## config.mk

```make
export PLATFORM = sky130hd
export DESIGN_NAME = eth_sync_bus_receiver
export DESIGN_NICKNAME = d
export VERILOG_FILES = /design/src/rtl/eth_sync_bus_receiver.sv
export SDC_FILE = /design/constraint.sdc
export NUM_CORES = 1
export LEC_CHECK = 0
export BUFFER_PORTS_ARGS = -buffer_cell sky130_fd_sc_hd__buf_2
export CORE_ASPECT_RATIO = 0.8
export CORE_MARGIN = 2
export CORE_UTILIZATION = 30
export CTS_CLUSTER_DIAMETER = 40
export DETAILED_ROUTE_END_ITERATION = 12
export PLACE_DENSITY = 0.54
export SETUP_SLACK_MARGIN = 0.3
export SYNTH_ARGS = -nofsm -noshare
export SYNTH_HDL_FRONTEND = slang
export SYNTH_SLANG_ARGS = --single-unit
```

## constraint.sdc

```tcl
create_clock -name clk -period 2.1 [get_ports clk]
set_clock_uncertainty 0.2 [all_clocks]
set_input_delay 0.21 -clock clk [delete_from_list [all_inputs] [get_ports clk]]
set_output_delay 0.21 -clock clk [all_outputs]
set_load 0.05 [all_outputs]
```

## src/rtl/eth_sync_bus_receiver.sv

```systemverilog
// Receiving side of the four-phase req/ack bus crossing: synchronizes req_in,
// captures din into a small first-word-fall-through FIFO and withholds ack_out while full.
module eth_sync_bus_receiver #(
  parameter int WIDTH = 16,
  parameter int DEPTH = 4,
  parameter int SYNC  = 2
) (
  input  logic                   clk,
  input  logic                   res,
  input  logic                   req_in,
  input  logic [WIDTH-1:0]       din,
  output logic                   ack_out,
  output logic [WIDTH-1:0]       dout,
  output logic                   dout_valid,
  input  logic                   dout_ready,
  output logic [$clog2(DEPTH):0] level,
  output logic [15:0]            xfer_cnt
);
  localparam int PW = $clog2(DEPTH);
  localparam int LW = PW + 1;
  localparam logic [LW-1:0] FULL_LVL = LW'(DEPTH);

  localparam logic [0:0] IDLE  = 1'b0;
  localparam logic [0:0] ACKED = 1'b1;

  logic [SYNC-1:0]  sync_q, sync_d;
  logic [0:0]       state_q, state_d;
  logic             ack_q, ack_d;
  logic [PW-1:0]    wr_ptr_q, wr_ptr_d;
  logic [PW-1:0]    rd_ptr_q, rd_ptr_d;
  logic [LW-1:0]    level_q, level_d;
  logic [15:0]      xfer_cnt_q, xfer_cnt_d;
  logic [WIDTH-1:0] mem_q [DEPTH];
  logic             req_s;
  logic             wr_en;
  logic             pop;
  logic             not_empty;

  assign req_s     = sync_q[SYNC-1];
  assign not_empty = (level_q != '0);
  assign pop       = not_empty && dout_ready;

  always_comb begin
    sync_d     = {sync_q[SYNC-2:0], req_in};
    state_d    = state_q;
    ack_d      = ack_q;
    wr_en      = 1'b0;
    // Full check uses the registered level, so a pop cannot free space for the same edge.
    case (state_q)
      IDLE: begin
        if (req_s && (level_q < FULL_LVL)) begin
          wr_en   = 1'b1;
          ack_d   = 1'b1;
          state_d = ACKED;
        end
      end
      ACKED: begin
        if (!req_s) begin
          ack_d   = 1'b0;
          state_d = IDLE;
        end
      end
      default: begin
        ack_d   = 1'b0;
        state_d = IDLE;
      end
    endcase

    wr_ptr_d   = wr_en ? wr_ptr_q + PW'(1) : wr_ptr_q;
    rd_ptr_d   = pop ? rd_ptr_q + PW'(1) : rd_ptr_q;
    xfer_cnt_d = wr_en ? xfer_cnt_q + 16'd1 : xfer_cnt_q;

    case ({wr_en, pop})
      2'b10:   level_d = level_q + LW'(1);
      2'b01:   level_d = level_q - LW'(1);
      default: level_d = level_q;
    endcase
  end

  always_ff @(posedge clk or posedge res) begin
    if (res) begin
      sync_q     <= '0;
      state_q    <= IDLE;
      ack_q      <= 1'b0;
      wr_ptr_q   <= '0;
      rd_ptr_q   <= '0;
      level_q    <= '0;
      xfer_cnt_q <= '0;
    end else begin
      sync_q     <= sync_d;
      state_q    <= state_d;
      ack_q      <= ack_d;
      wr_ptr_q   <= wr_ptr_d;
      rd_ptr_q   <= rd_ptr_d;
      level_q    <= level_d;
      xfer_cnt_q <= xfer_cnt_d;
    end
  end

  // Storage is deliberately left out of reset; din is only sampled on a capture.
  always_ff @(posedge clk) begin
    if (wr_en) begin
      mem_q[wr_ptr_q] <= din;
    end
  end

  assign ack_out    = ack_q;
  assign dout       = mem_q[rd_ptr_q];
  assign dout_valid = not_empty;
  assign level      = level_q;
  assign xfer_cnt   = xfer_cnt_q;

endmodule

```

==> run metrics, run 1 <==
DRT iter0 DRCs=about 100; Synth top area share=0.544; synth top area cells=edfxtp_1 (54%), dfrtp_1 (19%), mux4_2 (10%), xnor2_1 (4.2%), ha_1 (2.1%); pre-CTS setup slack=just under 0.09 ns; count of final setup violators=0; Die Y=a little over 100 um; Synth top cells by count=edfxtp_1 (64), dfrtp_1 (27), xnor2_1 (17); register bit total from synthesis=91; H-tree level count=3; crit-path max FO=8; vias in the first global route=1915; Post-Synthesis Cell Area=0.00353 mm2; port buffer count=56; Startpoint Class=flip-flop; layout cells sized above 1=0.439; pwr dens=1430 mW/mm2; worst hold path class=in2reg; sequential power share=0.340; sequential fraction of the synthesis area=0.736; synthesized instance count=about 190; yosys warns=0; Inserted Clock Buffers=9; post-route setup slack=~0.036 ns; Avg Inst Size Synth=18.8 um2; Data arrival, critical path=1.65 ns; core area=0.0115 mm2; largest buffer count on any clock path=2; Slew @ Worst Pin=between 0.3 and 0.4 ns; predominant post-synthesis flop cell=edfxtp_1; post-route clock period utilization=0.983; CTS Root Cell=clkbuf_16; run status=completed; DIE AREA=approximately 0.013 mm2; setup_tns=0 ns; post-synth top area cell=edfxtp_1; DRC Markers=0; Total GRT Usage=0.110; CP Class=reg2out; Worst Path Required=between 1.5 and 2 ns; GPL Wtd Cong=between 0.7 and 0.8; Max Cap Violations=0; CP endpoint kind=output pin; Sw Share=0.374; fmax=just under 500 MHz; DRT Wirelength=6910 um; Mapped Nets=215; gr ovfl total=0; HPWL Detailed=about 4200 um; Sink Count=91; # rows=35; Post-DRT Antenna Nets=0; top-count cell post-synth=edfxtp_1; post-layout minimum cycle time=between 2 and 2.5 ns; routed vias=around 1900; distinct cell type count after synthesis=28; drt first pass iters=4; Slew headroom=0.743; asr flop ratio synth=0.297; largest net degree at the start of global routing=19; Clk pwr share=0.205; I/O pins=57; Post-synth EDFFs=64; Initial Util=0.307; final hold viol count=0; combinational fraction of design power=0.455; initial antenna violation count=0; first-pass GRT wire length=just over 10000 um; Layout area overhead=38.7%; VDD IR max=roughly 0.8 mV; DR WL/cell=15.6 um; Vias/cell=roughly 4.4; sw power=around 2600 uW; leakage=between 0.0015 and 0.002 uW; worst skew pair latency=0.33 ns; CTS tree=yes; RSZ-0062 raised after global routing=yes; die width=between 100 and 150 um; antenna fix cells=0; Nets=~320; Worst-path clk slew=0.06 ns; P_int=4380 uW; fin. max-slew vios=0
[layer usage]
metal  vias to the layer above  wire length (um)  track usage
li1                        917                 -            -
met1                       973              3320        0.148
met2                        34              3260        0.169
met3                         8               242       0.0345
met4                         0                88       0.0385
met5                         -                 0            0
[cell type report]
type / instances / area (um2)
clock buffers: 12 / 236
clock inverters: 4 / 27.5
fillers: 1042 / 6620
inverters: 9 / 33.8
multi-input cells: 86 / 951
flip-flops and latches: 91 / 2610
well taps: 148 / 185
repair buffers: 94 / 857
[power groups by stage]
stage,Sequential (uW),Clock (uW),Combinational [uW]
finish,2380,1440,3180
global route,2410,1560,3360
CTS,2380,1490,3130
detailed placement,2410,0,2470
global placement,2400,0,2470
floorplan,2670,0,1640
[stage by stage]
| stage | cell area [um2] | std cells | hold WS (ns) | total power (uW) | util |
|---|---|---|---|---|---|
| 3_3_place_gp | 4060 | 392 | 0.000280 | 4870 | 0.352 |
| 5_1_grt | 4900 | 444 | 0.137 | 7330 | 0.425 |
| 4_1_cts | 4800 | 435 | 0.105 | 7000 | 0.416 |
| 6_report | 4900 | 444 | 0.135 | 6990 | 0.425 |
| 2_1_floorplan | 3570 | 188 | 0.0414 | 4310 | - |
| 3_5_place_dp | 4060 | 392 | 0.00437 | 4890 | 0.352 |
[critical path, stage by stage, from the launching register on]
cell and delay, ns:
dfrtp_2 0.43, buf_12 0.16, mux4_2 0.55, buf_6 0.18
[placed cells by master (no fill, tap or decap), types with 2 or more instances in the layout]
master         instances
clkinvlp_4             3
nor2_4                 2
dfrtp_2                6
nand2_1                6
buf_2                 40
dlygate4sd3_1         18
edfxtp_1              64
clkbuf_16             10
buf_4                 10
nand4_1                5
clkbuf_1               3
inv_2                  2
ha_1                   5
nand3_1                5
buf_12                 4
buf_8                 16
inv_1                  7
and2_4                 8
mux4_2                16
nor2_1                 3
xnor2_1               17
dfrtp_1               21
buf_6                  5
o21ai_0                2
xor2_1                 4
[registers in the layout (all words and copies together) (netlist names)]
signal and count:
ack_out 1, level 3, mem_q 64, rd_ptr_q 2
state_q 1, sync_q 2, wr_ptr_q 2, xfer_cnt 16
[worst paths after layout]
| kind | cells after the start | startpoint | slack [ns] | end |
|---|---|---|---|---|
| hold / removal | 4 | dout_ready | 0.14 | rd_ptr_q[0] |
| setup reg to reg | 8 | level[0] | 0.12 | level[2] |
| hold reg to reg | 0 | sync_q[0] | 0.15 | sync_q[1] |
| max in group asynchronous | 4 | res | 0.89 | level[0] |
| setup / recovery | 3 | rd_ptr_q[0] | 0.04 | dout[2] |
| min in group asynchronous | 3 | res | 0.20 | xfer_cnt[14] |
[what timing repair did]
action / in CTS / in global routing
setup endpoints to repair: 21 / 72
pin swaps: 7 / 13
hold buffers: 18 / 0
endpoints found under the hold margin: 74 / 0
resized for setup: 52 / 12
gates cloned: 1 / 3
buffers inserted: 8 / 6
[kinds of logic (layout without fill, tap and decap cells)]
logic type	Yosys count	count (layout)	synth area share
AO/OA/AOI/OAI	4	4	0.00638
XOR/XNOR	21	21	0.0521
adder cells (fa/ha/maj)	7	7	0.0269
buffers and inverters	14	119	0.0181
flip-flops	91	91	0.736
multiplexers	18	18	0.108
AND/OR/NAND/NOR	33	36	0.0528
No activity file was read; power rests on OpenSTA's default activity.
==> run 2: changes to the inputs <==
==> constraint.sdc (replaced) <==
create_clock -name clk -period 2.6 [get_ports clk]
set_clock_uncertainty 0.2 [all_clocks]
set_input_delay 0.26 -clock clk [delete_from_list [all_inputs] [get_ports clk]]
set_output_delay 0.26 -clock clk [all_outputs]
set_load 0.05 [all_outputs]
==> run 2 against run 1 <==
  * Final cell count shrank 3.6%
  * Critical path depth is the same
  * Sequential share of layout area grew 4.3 points
  * Sequential power shrank 19%
  * Global-route usage shrank 0.30 points
  * Critical endpoint is now dout[3]
==> run metrics, run 2 (same netlist as run 1, synthesis figures left out) <==
run status=completed; post-place instance area=~0.0040 mm2; Worst Path Required=around 2.1 ns; Vias/cell=4.32; core area=roughly 0.012 mm2; Biggest register=mem_q; DRT iter0 DRCs=63; GR peak layer=met2; crit-path max FO=16; Inserted Clock Buffers=9; first-pass GRT wire length=roughly 10000 um; CP endpoint kind=output pin; initial antenna violation count=0; DRT Wirelength=a little over 6000 um; Nets=303; largest buffer count on any clock path=2; layout cells sized above 1=0.368; dpl cells=between 300 and 400; leakage=approximately 0.0017 uW; Worst-path clk slew=approximately 0.06 ns; non-filler cells in the finished layout=428; max reg flops=64; gr ovfl total=0; drt first pass iters=4; H-tree level count=3; HPWL Detailed=between 4000 and 5000 um; I/O pins=between 50 and 60; crit-path leading delay family=multiplexers; GPL Wtd Cong=between 0.6 and 0.7; CP Class=reg2out; # rows=35; pwr dens=~1100 mW/mm2; met2 Resource Use GR=0.166; most frequent cells in the layout=edfxtp_1 (64), buf_2 (56), dfrtp_1 (24); WP buf/inv=2; Startpoint Class=flip-flop; biggest cell delay along the critical path=0.53 ns; met1 Use GR=0.132; worst hold path class=in2reg; count of final setup violators=0; # Post-CTS Setup Buffers=0; VDD IR max=just under 0.5 mV; RSZ-0062 raised after global routing=no; die width=roughly 130 um; Die Y=just over 100 um; leading cell type in the layout, fill and taps excluded=edfxtp_1; setup_tns=0 ns; fmax=between 400 and 500 MHz; CP max stage cell=mux4_2; routed vias=1851; CTS tree=yes; largest net degree at the start of global routing=17; met3 Use GR=0.0525; fin. max-slew vios=0; Max Cap Violations=0; DIE AREA=between 0.01 and 0.015 mm2; Layout area overhead=28.0%; worst skew pair latency=0.34 ns; Data arrival, critical path=roughly 1.8 ns; final hold viol count=0; critical path cell sequence=buf_12, mux4_2, buf_2; Slew @ Worst Pin=~0.56 ns; Total GRT Usage=0.107; cell area after layout=approximately 0.0045 mm2; CTS Root Cell=clkbuf_16; DR WL/cell=around 14 um; antenna fix cells=0; Slew headroom=0.629; port buffer count=56; Post-DRT Antenna Nets=0; Sink Count=a little over 90; post-route clock period utilization=0.849; DRC Markers=0; vias in the first global route=a little under 2000; post-layout minimum cycle time=2.21 ns; Initial Util=0.307
[run 2: worst paths after layout]
kind / start / end / slack, ns / depth (start not counted)
setup / recovery: rd_ptr_q[0] / dout[3] / 0.39 / 3
hold / removal: dout_ready / rd_ptr_q[0] / 0.09 / 3
setup reg to reg: level[2] / level[2] / 0.53 / 8
hold reg to reg: sync_q[0] / sync_q[1] / 0.15 / 0
max in group asynchronous: res / rd_ptr_q[1] / 1.30 / 4
min in group asynchronous: res / xfer_cnt[1] / 0.31 / 3
[run 2: repair_timing]
item,in CTS,in global routing
cloned,0,0
endpoints found under the hold margin,79,0
gates resized for setup,1,2
setup endpoints to repair,16,16
hold buffers,18,0
[run 2: per-layer routing]
layer / vias to the layer above / part of all wire / wire (um)
met5: - / 0 / 0
met4: 0 / 0.0075 / 46
met3: 6 / 0.068 / 418
met2: 52 / 0.46 / 2840
met1: 908 / 0.46 / 2860
li1: 885 / - / -
[run 2: worst min-delay path, cell delays in order]
cell    delay, ns
buf_2        0.08
and2_1       0.17
xor2_1       0.08
[run 2: stage by stage]
stage          utilization  total power (uW)  hold WS, ns  setup slack, ns
2_1_floorplan            -              3450       0.0914            0.303
3_3_place_gp         0.350              3860        0.132            0.536
3_5_place_dp         0.350              3870        0.142            0.522
4_1_cts              0.392              5170       0.0780            0.301
5_1_grt              0.393              5380        0.123            0.308
6_report             0.393              5110       0.0869            0.392
[run 2: final cells by class]
type	instances	area, um2
timing repair buffer	82	533
fill	1072	7000
clock inverter	6	67.6
tap	148	185
multi-input combinational	83	875
inverter	9	33.8
sequential	91	2600
clock buffer	9	225
[run 2: where the power goes]
group	internal [uW]	total, uW	leakage (uW)	switching [uW]
Sequential	1780	1920	0.000921	137
Combinational	624	1930	0.000677	1310
Clock	740	1260	0.000139	520
Total	3150	5110	0.00174	1960
